**src/rtl/qpu_ifu_ifetch_pkg.sv**
```systemverilog
// ============================================================================
// Module      : qpu_ifu_ifetch_pkg
// Description : Shared widths, fetch FSM encoding and PC increment for the IFU.
// Revision    : 1.0
// ============================================================================
`default_nettype none

package qpu_ifu_ifetch_pkg;

    localparam int QPU_PC_SIZE    = 32;
    localparam int QPU_INSTR_SIZE = 32;
    localparam int QPU_XLEN       = 32;
    localparam int PC_INCR        = 4;

    typedef enum logic [1:0] {
        ST_HALT = 2'd0,
        ST_REQ  = 2'd1,
        ST_WAIT = 2'd2
    } fetch_state_e;

endpackage

`default_nettype wire

```
**src/rtl/qpu_ifu_ifetch.sv**
```systemverilog
// ============================================================================
// Module      : qpu_ifu_ifetch
// Description : IFU fetch controller: one-outstanding fetch, IR capture,
//               BPU-driven next PC, flush redirect and halt handling.
// Revision    : 1.0
// ============================================================================
`default_nettype none

module qpu_ifu_ifetch
    import qpu_ifu_ifetch_pkg::*;
#(
    parameter int                  PC_SIZE    = QPU_PC_SIZE,
    parameter int                  INSTR_SIZE = QPU_INSTR_SIZE,
    parameter logic [PC_SIZE-1:0]  RESET_PC   = '0
) (
    input  logic                  clk,
    input  logic                  rst_n,
    output logic                  ifu_req_valid,
    input  logic                  ifu_req_ready,
    output logic [PC_SIZE-1:0]    ifu_req_pc,
    input  logic                  ifu_rsp_valid,
    output logic                  ifu_rsp_ready,
    input  logic [INSTR_SIZE-1:0] ifu_rsp_instr,
    output logic [PC_SIZE-1:0]    bpu_pc,
    input  logic                  prdt_taken,
    input  logic [PC_SIZE-1:0]    prdt_pc_add_op1,
    input  logic [PC_SIZE-1:0]    prdt_pc_add_op2,
    output logic                  ifu_o_valid,
    input  logic                  ifu_o_ready,
    output logic [INSTR_SIZE-1:0] ifu_o_ir,
    output logic [PC_SIZE-1:0]    ifu_o_pc,
    output logic                  ifu_o_prdt_taken,
    input  logic                  pipe_flush_req,
    input  logic [PC_SIZE-1:0]    pipe_flush_pc,
    output logic                  pipe_flush_ack,
    input  logic                  halt_req,
    output logic                  halt_ack
);

    fetch_state_e          state_q, state_d;
    logic [PC_SIZE-1:0]    pc_q, pc_d;
    logic [PC_SIZE-1:0]    bpu_pc_q, bpu_pc_d;
    logic                  drop_q, drop_d;
    logic                  o_valid_q, o_valid_d;
    logic [INSTR_SIZE-1:0] ir_q, ir_d;
    logic [PC_SIZE-1:0]    o_pc_q, o_pc_d;
    logic                  o_prdt_q, o_prdt_d;

    logic                  req_hs;
    logic                  rsp_hs;
    logic                  capture;
    logic [PC_SIZE-1:0]    next_pc;

    // While a flushed request is still waiting for acceptance, the address
    // presented must not move, so it is parked in bpu_pc_q.
    assign ifu_req_valid  = rst_n & (state_q == ST_REQ) & ~halt_req;
    assign ifu_req_pc     = drop_q ? bpu_pc_q : pc_q;
    assign ifu_rsp_ready  = (state_q == ST_WAIT) & (drop_q | ~o_valid_q | ifu_o_ready);
    assign req_hs         = ifu_req_valid & ifu_req_ready;
    assign rsp_hs         = ifu_rsp_valid & ifu_rsp_ready;
    assign capture        = rsp_hs & ~drop_q & ~pipe_flush_req;
    assign next_pc        = prdt_taken ? (prdt_pc_add_op1 + prdt_pc_add_op2)
                                       : (bpu_pc_q + PC_SIZE'(PC_INCR));

    assign bpu_pc           = bpu_pc_q;
    assign pipe_flush_ack   = pipe_flush_req;
    assign halt_ack         = (state_q == ST_HALT);
    assign ifu_o_valid      = o_valid_q;
    assign ifu_o_ir         = ir_q;
    assign ifu_o_pc         = o_pc_q;
    assign ifu_o_prdt_taken = o_prdt_q;

    always_comb begin
        state_d  = state_q;
        pc_d     = pc_q;
        bpu_pc_d = bpu_pc_q;
        drop_d   = drop_q;
        case (state_q)
            ST_HALT: begin
                if (!halt_req) state_d = ST_REQ;
            end
            ST_REQ: begin
                if (halt_req) begin
                    state_d = ST_HALT;
                    drop_d  = 1'b0;
                end else begin
                    if (pipe_flush_req && !drop_q) bpu_pc_d = pc_q;
                    if (req_hs) begin
                        bpu_pc_d = ifu_req_pc;
                        state_d  = ST_WAIT;
                    end
                    if (pipe_flush_req) drop_d = 1'b1;
                end
            end
            ST_WAIT: begin
                if (rsp_hs) begin
                    drop_d  = 1'b0;
                    state_d = halt_req ? ST_HALT : ST_REQ;
                    if (capture) pc_d = next_pc;
                end else if (pipe_flush_req) begin
                    drop_d = 1'b1;
                end
            end
            default: state_d = ST_REQ;
        endcase
        // A redirect overrides any prediction-derived next PC.
        if (pipe_flush_req) pc_d = pipe_flush_pc;
    end

    always_comb begin
        o_valid_d = o_valid_q;
        ir_d      = ir_q;
        o_pc_d    = o_pc_q;
        o_prdt_d  = o_prdt_q;
        if (capture) begin
            ir_d     = ifu_rsp_instr;
            o_pc_d   = bpu_pc_q;
            o_prdt_d = prdt_taken;
        end
        if (pipe_flush_req)              o_valid_d = 1'b0;
        else if (capture)                o_valid_d = 1'b1;
        else if (o_valid_q && ifu_o_ready) o_valid_d = 1'b0;
    end

    always_ff @(posedge clk or negedge rst_n) begin
        if (!rst_n) begin
            state_q   <= ST_REQ;
            pc_q      <= RESET_PC;
            bpu_pc_q  <= RESET_PC;
            drop_q    <= 1'b0;
            o_valid_q <= 1'b0;
            ir_q      <= '0;
            o_pc_q    <= '0;
            o_prdt_q  <= 1'b0;
        end else begin
            state_q   <= state_d;
            pc_q      <= pc_d;
            bpu_pc_q  <= bpu_pc_d;
            drop_q    <= drop_d;
            o_valid_q <= o_valid_d;
            ir_q      <= ir_d;
            o_pc_q    <= o_pc_d;
            o_prdt_q  <= o_prdt_d;
        end
    end

endmodule

`default_nettype wire

```
**config.mk**
```make
export PLATFORM = sky130hd
export DESIGN_NAME = qpu_ifu_ifetch
export DESIGN_NICKNAME = d
export VERILOG_FILES = /design/src/rtl/qpu_ifu_ifetch_pkg.sv /design/src/rtl/qpu_ifu_ifetch.sv
export SDC_FILE = /design/constraint.sdc
export NUM_CORES = 1
export LEC_CHECK = 0
export ABC_AREA = 1
export BUFFER_PORTS_ARGS = -buffer_cell sky130_fd_sc_hd__buf_2
export CORE_MARGIN = 2
export CORE_UTILIZATION = 40
export CTS_CLUSTER_SIZE = 10
export DETAILED_ROUTE_END_ITERATION = 16
export SLEW_MARGIN = 30
export SYNTH_ARGS = -nofsm -noshare
export SYNTH_HDL_FRONTEND = slang
export SYNTH_SLANG_ARGS = --single-unit
```
**constraint.sdc**
```tcl
create_clock -name clk -period 2.1 [get_ports clk]
set_input_delay 0.21 -clock clk [delete_from_list [all_inputs] [get_ports clk]]
set_output_delay 0.21 -clock clk [all_outputs]
set_load 0.005 [all_outputs]
```
==> out/results.txt <==
Status: finished, final reports clean
H-tree Lvls: 4
Peak supply drop: 603.2 µV
Core box area: 22780 µm²
Die H: 156.9 µm
Routed vias/inst: 4.941
Pins over their slew limit: 0
Drt pass-1 iters: 5
Multiplexer area fraction after synthesis: 0%
DR DRC count: 0
Worst Path Required: 2.43 ns
Largest area contributor in the netlist: dfrtp_1
R2R cell count: 9
Mapped Area: 9345 µm²
Congestion Overflow GR: 0
Synth Instances: 1411
# setup viols final: 0
Max FO, Critical Path: 5
Tot GR Track Use: 26.98%
Post-Synth XOR/XNOR Area: 1.781%
DRT iter0 DRCs: 599
Filler cells: 2324
Worst slew pin tran: 0.8377 ns
TritonCTS Sinks: 133
Most common cell after layout, fill and taps aside: nand2_1
Area Growth Syn to Fin: 29.72%
CTS tree: done
Fin Setup TNS: 0 ns
DR WL/cell: 16.22 µm
Top post-synthesis cells by area: dfrtp_1, nand2_1, inv_1
FF+latch area: 3333 µm²
Total CTS buffers: 17
Final period utilization: 92.18%
RSZ-0062 raised after global routing: false
Fmax: 516.6 MHz
Worst Setup End Kind: flip-flop
Synth Area in Simple Gates: 33.71%
Final worst slack: 0.1642 ns
Synthesized area per cell: 6.623 µm²
Layout Cells excl Fill: 2040
FF+latch count, synth: 133
Placed Cells: 1974
First-pass GRT wire length: 51240 µm
Clk root buf: clkbuf_16
Hold Crit Depth: 3
Pre-CTS WS: -0.004499 ns
Synth Area in Adders: 4.900%
Initial Utilization: 41.03%
# IOs: 270
Hold Path Class: input pin to flip-flop
Crit path DAT: 2.26 ns
Placer Congestion: 0.8940
Layout cells sized above 1: 22.71%
Remaining antenna violation count after routing: 0
Post-Syn Nets: 1583
Clock Path Buffers: 2
IO Port Bufs: 269
Final setup skew: 0.01431 ns
Nets: 1885
Initial antenna violation count: 1
Main combinational cell family by area after synthesis: simple AND/OR/NAND/NOR gates
Setup CP Type: flip-flop to flip-flop
Pin count of the biggest net entering global routing: 70
Area occupied by multi-input gates: 5142 µm²
Cell variety after synth: 41
Register area share after synthesis: 35.63%
Detail Placement HPWL: 25810 µm
Leak pwr: 6.725 nW
Most frequent cells in the layout: nand2_1, buf_2, inv_1
Period minus WS final: 1.936 ns
Via count: 10079
Pwr dens: 989.9 nW/µm²
Area fraction in compound gates after synthesis: 14.55%
Die extent in x: 156.9 µm
Startpoint Class: flip-flop
Final Cell Area: 12120 µm²
Slew HR: 44.15%
Clk Latency, worst-skew pair: 0.43 ns
Die area: 24600 µm²
Vias in the first global route: 9488
WL final: 33090 µm
Fin util: 53.22%
Worst-path clk slew: 0.06 ns
Share of the synthesized area in the top cell type: 35.35%
Ys Warns: 0
Placed cell area: 11210 µm²
Row count: 55
Max-cap violations: 0
Hold Vio Cnt, Final: 0
## path summary, 6_finish.rpt
kind                            slack, ns           end              from
worst max-delay path                 0.16      pc_q[21]        bpu_pc[17]
worst min-delay path                0.002   ifu_o_ir[6]  ifu_rsp_instr[6]
worst max register to register       0.16      pc_q[21]        bpu_pc[17]
worst min register to register       0.47  ifu_o_ir[11]      ifu_o_ir[11]
max in group asynchronous            0.98      pc_q[14]             rst_n
min in group asynchronous            0.11   ifu_o_ir[0]             rst_n
## report_power, final
group	total [mW]	switching, mW	internal [mW]
registers	4.03	0.742	3.28
clock network	2.89	1.30	1.59
logic	5.08	3.15	1.94
## through the flow
| stage | total power [mW] | hold slack, ns |
|---|---|---|
| 3_3_place_gp | 9.015 | -0.004472 |
| 5_1_grt | 12.86 | 0.006025 |
| 6_report | 12.00 | 0.001901 |
| 3_5_place_dp | 9.077 | -0.005862 |
| 4_1_cts | 12.05 | 0.003397 |
| 2_1_floorplan | 6.539 | -0.08559 |
## metal layers
metal	vias up	track usage (%)	part of all wire, %
met3	27	4.043	5.8
li1	5113	-	-
met4	0	6.903	1.6
met1	4594	37.55	47
met2	345	43.92	46
met5	-	0	0
## cell usage after synthesis, drive strengths merged
cell type / number
o211ai: 38
xnor2: 1
and2: 1
nand2: 542
fa: 1
nand3: 66
dfstp: 1
nand3b: 3
a21o: 3
nor4: 1
clkbuf: 25
a22oi: 5
buf: 29
nand4: 11
inv: 173
o21ai: 120
a21oi: 60
ha: 35
nand2b: 1
o21bai: 5
o22ai: 2
nor3: 22
xor2: 18
a31oi: 6
o21a: 1
nor3b: 1
nor2: 107
or2: 1
dfrtp: 132
## sequential cells by signal (all words and copies together), names as in the netlist
name	cells
drop_q	1
bpu_pc	32
ifu_o_pc	32
state_q	2
pc_q	32
ifu_o_valid	1
ifu_o_prdt_taken	1
ifu_o_ir	32
## critical path, stage by stage (launching register included)
cell     delay [ns]
dfrtp_1        0.45
nand2_1        0.16
nor2_1         0.24
nand2_1        0.15
nor3_2         0.34
xor2_1         0.12
a21oi_1        0.19
nand2_1        0.08
nand2_1        0.06
nand2_1        0.04
## cell type report
class | instances | share of cell area (%)
Multi-Input combinational cell | 1051 | 42.42
Sequential cell | 133 | 27.50
Timing Repair Buffer | 337 | 16.76
Inverter | 173 | 5.357
Clock buffer | 18 | 3.623
Tap cell | 313 | 3.230
Clock inverter | 14 | 1.094
Antenna cell | 1 | 0.02064
## timing repair
| item | CTS | global route |
|---|---|---|
| buffers inserted | 0 | 2 |
| hold endpoints to repair | 31 | 0 |
| endpoints found under the setup margin | 0 | 31 |
| gates resized for setup | 0 | 3 |
| hold buffers | 31 | 0 |
## cells by family (layout without fill, tap and decap cells)
kind of cell	after synthesis	in the layout
other	0	1
AOI/OAI and AO/OA	240	240
adders and majority gates	36	36
buffers and inverters	227	542
DFF	133	133
and+or+nand+nor	756	756
xor gates and xnor gates	19	19
Power figures use the tool's default switching activity.
